--- src/rtl/frame_int_timer.sv ---
// Frame timing generator: position counters, frame strobe, FLASH phase and Z80 INT,
// the latter either a fixed-length pulse or held until acknowledged/timeout.
module frame_int_timer #(
  parameter int LINE_CLKS    = 448,
  parameter int FRAME_LINES  = 312,
  parameter int INT_LINE     = 0,
  parameter int INT_COL      = 0,
  parameter int INT_LEN      = 64,
  parameter int INT_MODE     = 0,
  parameter int FLASH_FRAMES = 16,
  localparam int HW = $clog2(LINE_CLKS),
  localparam int VW = $clog2(FRAME_LINES),
  localparam int LW = $clog2(INT_LEN + 1),
  localparam int FW = $clog2(FLASH_FRAMES + 1)
) (
  input  logic          clk,
  input  logic          reset_n,
  input  logic          en,
  input  logic          irq_en,
  input  logic          m1_n,
  input  logic          iorq_n,
  output logic [HW-1:0] hcount,
  output logic [VW-1:0] vcount,
  output logic          frame_start,
  output logic          flash,
  output logic          int_n
);

  logic [LW-1:0] len_cnt;
  logic [FW-1:0] frame_cnt;

  logic          h_last;
  logic          v_last;
  logic [HW-1:0] h_next;
  logic [VW-1:0] v_next;
  logic          to_origin;
  logic          trigger;
  logic          ack;

  always_comb begin
    h_last    = (hcount == HW'(LINE_CLKS - 1));
    v_last    = (vcount == VW'(FRAME_LINES - 1));
    h_next    = h_last ? '0 : hcount + HW'(1);
    v_next    = vcount;
    if (h_last) begin
      v_next = v_last ? '0 : vcount + VW'(1);
    end
    to_origin = en && h_last && v_last;
    // Triggers are defined by the position the counters move to, so they need en.
    trigger   = en && irq_en && (h_next == HW'(INT_COL)) && (v_next == VW'(INT_LINE));
    ack       = (INT_MODE == 1) && !m1_n && !iorq_n && !int_n;
  end

  always_ff @(posedge clk or negedge reset_n) begin
    if (!reset_n) begin
      hcount      <= '0;
      vcount      <= '0;
      frame_start <= 1'b0;
      flash       <= 1'b0;
      int_n       <= 1'b1;
      len_cnt     <= '0;
      frame_cnt   <= '0;
    end else begin
      frame_start <= to_origin;
      if (en) begin
        hcount <= h_next;
        vcount <= v_next;
      end

      if (to_origin) begin
        if (frame_cnt == FW'(FLASH_FRAMES - 1)) begin
          frame_cnt <= '0;
          flash     <= ~flash;
        end else begin
          frame_cnt <= frame_cnt + FW'(1);
        end
      end

      // A trigger outranks both timeout and acknowledge on the same edge.
      if (trigger) begin
        int_n   <= 1'b0;
        len_cnt <= LW'(INT_LEN - 1);
      end else if (!int_n) begin
        if (en) begin
          if (len_cnt == '0) begin
            int_n <= 1'b1;
          end else begin
            len_cnt <= len_cnt - LW'(1);
          end
        end
        if (ack) begin
          int_n <= 1'b1;
        end
      end
    end
  end

endmodule

--- config.mk ---
export PLATFORM = sky130hd
export DESIGN_NAME = frame_int_timer
export DESIGN_NICKNAME = d
export VERILOG_FILES = /design/src/rtl/frame_int_timer.sv
export SDC_FILE = /design/constraint.sdc
export NUM_CORES = 1
export LEC_CHECK = 0
export ABC_AREA = 1
export BUFFER_PORTS_ARGS = -buffer_cell sky130_fd_sc_hd__buf_2
export CAP_MARGIN = 20
export CORE_ASPECT_RATIO = 0.75
export CORE_MARGIN = 4
export CORE_UTILIZATION = 55
export CTS_BUF_LIST = sky130_fd_sc_hd__clkbuf_8 sky130_fd_sc_hd__clkbuf_16
export CTS_CLUSTER_DIAMETER = 50
export CTS_CLUSTER_SIZE = 12
export DETAILED_ROUTE_END_ITERATION = 6
export GPL_ROUTABILITY_DRIVEN = 0
export PLACE_DENSITY = 0.84
export SLEW_MARGIN = 40
export SYNTH_ARGS = -nofsm -noshare
export SYNTH_HDL_FRONTEND = slang
export SYNTH_SLANG_ARGS = --single-unit
--- constraint.sdc ---
create_clock -name clk -period 2.2 [get_ports clk]
set_input_delay 0.11 -clock clk [delete_from_list [all_inputs] [get_ports clk]]
set_output_delay 0.11 -clock clk [all_outputs]
set_load 0.01 [all_outputs]
Yosys cells after proc, flatten, opt, wreduce, memory -nomap -nowiden. Cells that the tools add are included.

Logic and storage cells: 40. Bits in registers: 33.

Equality and inequality tests: 5. $add $sub $neg: 4. Muxes and demuxes: 12. Reduce and logical (&&, ||, !) cells: 11. Bitwise gates (word level): 1.

Operators with widths (number): $mux 7 (4); $mux 9 (3); $add 9x1->9 const B (2); $eq 9x9->1 const B (2); $logic_not 9->1 (2); $logic_not 7->1 (1); $sub 7x1->7 const B (1); $add 5x1->5 const B (1); $eq 5x4->1 const B (1); $logic_and 1x1->1 (5); $mux 5 (1); $mux 1 (4); $ne 2x2->1 const B (2); $reduce_and 3->1 (1); $reduce_and 2->1 (1); $reduce_bool 2->1 (1); $not 1->1 (1).

Logic depth before layout (Yosys ltp).
Word-level depth: 7. Depth in mapped cells: 16.

Worst setup path before layout. No wires, ideal clock.

Path type: reg-to-reg. Start: register hcount[1]. End: register len_cnt[3]. Slack: 0.114 ns. Setup time: 0.117 ns. Data arrival time: 1.969 ns. Cell stages (with the launch flop): 16. Period minus slack after synthesis: 2.086 ns. Data required time: 2.083 ns. Buffers on the path: 1. Path through: dfrtp_1 ha_1 nand2_4 nor2_8 nand3_4 buf_6 nand2_2 nand2_1 nor2_1 nand3_1 nor2_2 nand2_4 o21ai_4 nand2_4 nand2_1 nand2_1.

Cells in the longest elaborated chain, start to end: 7.

RTL lines: start: declaration (RTL line 22) `output logic [HW-1:0] hcount,`; start signal: assignment (RTL line 66) `hcount <= h_next;`; $add 9x1->9 or $eq 9x9->1 (tied branches) (RTL line 43, 41); $mux 9 (RTL line 43) `h_next = h_last ? '0 : hcount + HW'(1);`; $logic_not 9->1 (RTL line 50) `trigger = en && irq_en && (h_next == HW'(INT_COL)) && (v_next == VW'(INT_LINE));`; $logic_and 1x1->1 (RTL line 50); $logic_and 1x1->1 * (RTL line 50); $ne 2x2->1 (no source line) or $reduce_bool 2->1 (tied branches); $reduce_and 3->1 (no source line); end signal: assignment (RTL line 82) `len_cnt <= LW'(INT_LEN - 1);`; end signal: assignment (RTL line 88) `len_cnt <= len_cnt - LW'(1);`; end: declaration (RTL line 29) `logic [LW-1:0] len_cnt;`.

Mark *: on every way between the ends. The rest lies on a longest branch, timed or not. A chain may end at the register's enable or synchronous reset.

Final worst setup path.
Start: register hcount[1]. End: register len_cnt[0].

The elaborated chain is that of the path after synthesis.

==> results_dict.tcl <==
set metrics [dict create \
    outcome "complete, no violations" \
    numCtsBuffers 5 \
    setup_violations 0 \
    cts_root_buffer "clkbuf_8" \
    multiInputGateArea_um2 1150 \
    internal_power_w 0.00138 \
    grt_pass1_vias 1796 \
    syn-num-nets 286 \
    nFillCells 284 \
    p_sw_share_pct 40.3 \
    cp-end-kind "flop" \
    cp_max_fo 6 \
    clock_latency_ns 0.29 \
    synth_top_family_by_area "simple AND/OR/NAND/NOR gates" \
    final_cell_area_um2 2530 \
    drive_gt1_share_pct 25.3 \
    synth_mux_area_share_pct 1.04 \
    post-route-min-period_ns 2.16 \
    core_region_area_um2 3420 \
    slew_headroom_pct 70.5 \
    fin_skew_ns 0.0106 \
    die_h_um 60.8 \
    initial_core_util_pct 59.7 \
    hold_class "input pin to flop" \
    seqPwrFrac_pct 39.8 \
    wire_per_inst_um 12.8 \
    p_leak_nw 1.38 \
    drv_slew 0 \
    cts_num_sinks 33 \
    drtIter0Drc 121 \
    die_w_um 78.4 \
    clkTransAtPathRegs_ns 0.07 \
    synth_area_um2 2040 \
    fin_crit_sh_pct 98.3 \
    cts_buffer_depth 2 \
    tritoncts "done" \
    drtAntennaViolNets 0 \
    crit_path_start_kind "flop" \
    yosys_warnings 0 \
    drv_cap 0 \
    dp_slack_ns -0.0136 \
    grt_pass1_wl_um 7890 \
    synth-xor-area-share_pct 3.43 \
    track_usage_pct 21.2 \
    synthCells 275 \
    power.density_nw_per_um2 912 \
    placed_area_um2 2290 \
    ir_worst_vdd_mv 0.558 \
    htreeDepth 2 \
    setup_ws_ns 0.0378 \
    vias 1920 \
    synth_edf_count 0 \
    drc 0 \
    num_io_pins 27 \
    synthFlopType "dfrtp_1" \
    worstMarginPinSlew_ns 0.443 \
    grt_max_degree 34 \
    comb_power_share_pct 41.3 \
    hold_viol_final 0 \
    avgSynthCellArea_um2 7.43 \
    switchingPower_w 0.000932 \
    dieArea_um2 4760 \
    synthAdderAreaFrac_pct 3.06 \
    arrival_ns 2.34 \
    ys_types 32 \
    ys_seq_elements 33 \
    drtPass1Iterations 4 \
    ys_async_sr_fraction_pct 100 \
    fmax_mhz 462 \
    grt.overflow.total 0 \
    tns_ns 0 \
    num-nets-final 334 \
    n_antenna_cell 0 \
    seqCellArea_um2 827 \
    clockPowerShare_pct 18.9 \
    synth-simple-area-share_pct 38.2 \
    yosysSeqAreaShare_pct 40.5 \
    syn_to_final_growth_pct 24.0 \
    fp-row-count 18 \
    totalWireLength_um 4790 \
    critical_path_class "flop to flop" \
    vias_per_cell 5.13 \
    synth-compound-area-share_pct 7.10 \
    antenna_found_initial 0 \
    portBuffers 24 \
    post-dp-hpwl_um 3330 \
    critPathRequiredTime_ns 2.38 \
    rsz0062_at_grt "yes" \
]
[critical path, cell delays in order, from the launching register on]
cell and delay, ns:
dfrtp_1 0.40, ha_4 0.17, nand2_4 0.07, nor2_8 0.15
nand2_4 0.09, nor2_8 0.17, buf_6 0.14, nand2_1 0.07
nand3_1 0.13, nand2_1 0.08, nor2_2 0.13, nand2_4 0.09
o21ai_4 0.12, nand2_4 0.12, nand2_1 0.08, nand2_1 0.05
[metal layers]
metal  up-vias  track usage [%]  routed length [um]
li1        982                -                   -
met1       883             28.6                2300
met2        53             35.2                2210
met3         2             4.90                 275
met4         0             5.24                   8
met5         -                0                   0
[synth_stat cells (3+ instances only)]
master	number	area share, %
nand2_1	94	17
nand3_1	26	6.4
nor3_1	3	0.73
o21ai_0	17	4.2
nor2_1	27	5.0
dfrtp_1	32	39
inv_1	26	4.8
clkbuf_1	3	0.55
xnor2_1	6	2.6
nand4_1	3	0.92
nand2_4	4	2.2
ha_1	5	3.1
[final timing paths]
| path | cells past startpoint | start | slack (ns) | to |
|---|---|---|---|---|
| min in group asynchronous | 2 | reset_n | 0.30 | vcount[2]$_DFFE_PN0P_ |
| hold / removal | 3 | en | 0.16 | int_n$_DFF_PN1_ |
| setup reg to reg | 15 | hcount[1]$_DFFE_PN0P_ | 0.04 | len_cnt[0]$_DFFE_PN0P_ |
| hold reg to reg | 1 | flash$_DFFE_PN0P_ | 0.47 | flash$_DFFE_PN0P_ |
| max in group asynchronous | 2 | reset_n | 1.57 | int_n$_DFF_PN1_ |
| setup / recovery | 15 | hcount[1]$_DFFE_PN0P_ | 0.04 | len_cnt[0]$_DFFE_PN0P_ |
[area by class of cell]
class / count / share of cell area, %
clock buffers: 5 / 2.72
inverters: 28 / 4.15
repair buffers: 46 / 12.0
well taps: 50 / 2.47
multi-input cells: 209 / 45.4
flip-flops and latches: 33 / 32.6
clock inverters: 3 / 0.543
[through the flow]
stage / hold slack (ns) / cells / total power (W) / util [%]
2_1_floorplan: -0.186 / 275 / 0.00150 / -
3_3_place_gp: 0.210 / 356 / 0.00175 / 66.9
3_5_place_dp: 0.212 / 356 / 0.00179 / 66.9
4_1_cts: 0.164 / 365 / 0.00223 / 69.7
5_1_grt: 0.195 / 374 / 0.00250 / 74.0
6_report: 0.161 / 374 / 0.00231 / 74.0
[repair_timing]
| action | in CTS | in global routing |
|---|---|---|
| resized for setup | 1 | 22 |
| hold buffers | 1 | 0 |
| endpoints found under the setup margin | 6 | 7 |
| pin swaps | 0 | 14 |
| gates cloned | 0 | 1 |
| hold endpoints to repair | 32 | 0 |
| setup buffers | 0 | 8 |
[power groups by stage]
stage | Clock, W | Sequential (W) | Combinational [W]
after global routing | 0.000483 | 0.000938 | 0.00108
after floorplan | 0 | 0.000944 | 0.000553
after CTS | 0.000445 | 0.000902 | 0.000888
after global placement | 0 | 0.000903 | 0.000842
after detailed placement | 0 | 0.000913 | 0.000879
final | 0.000437 | 0.000919 | 0.000955
[cells by family (layout without fill, tap and decap cells)]
| kind of cell | after synthesis | in the layout |
|---|---|---|
| buffers and inverters | 34 | 82 |
| adders and majority gates | 5 | 5 |
| AOI/OAI and AO/OA | 25 | 25 |
| and+or+nand+nor | 168 | 169 |
| xor gates and xnor gates | 8 | 8 |
| DFF | 33 | 33 |
| muxes | 2 | 2 |
[registers in the layout, summed over array words and instances, names as in the netlist]
register / count
hcount: 9
vcount: 9
len_cnt: 7
frame_cnt: 5
flash: 1
frame_start: 1
int_n: 1
[cells in the final DEF (no fill, tap or decap), drive strengths merged]
| cell | synthesis | layout |
|---|---|---|
| nor3 | 3 | 3 |
| o21a | 1 | 1 |
| xnor2 | 6 | 6 |
| a31oi | 1 | 1 |
| nand2 | 100 | 100 |
| mux2 | 1 | 1 |
| nand3b | 1 | 1 |
| xor2 | 2 | 2 |
| dlygate4sd3 | 0 | 1 |
| o21bai | 2 | 2 |
| mux2i | 1 | 1 |
| clkinv | 2 | 4 |
| a21oi | 2 | 2 |
| dfstp | 1 | 1 |
| nor2 | 31 | 31 |
| buf | 3 | 45 |
| o21ai | 19 | 19 |
| nand3 | 29 | 30 |
| or3 | 1 | 1 |
| nand4 | 3 | 3 |
| clkbuf | 3 | 5 |
| ha | 5 | 5 |
| inv | 26 | 27 |
| dfrtp | 32 | 32 |
(Power assumes the default switching activity.)
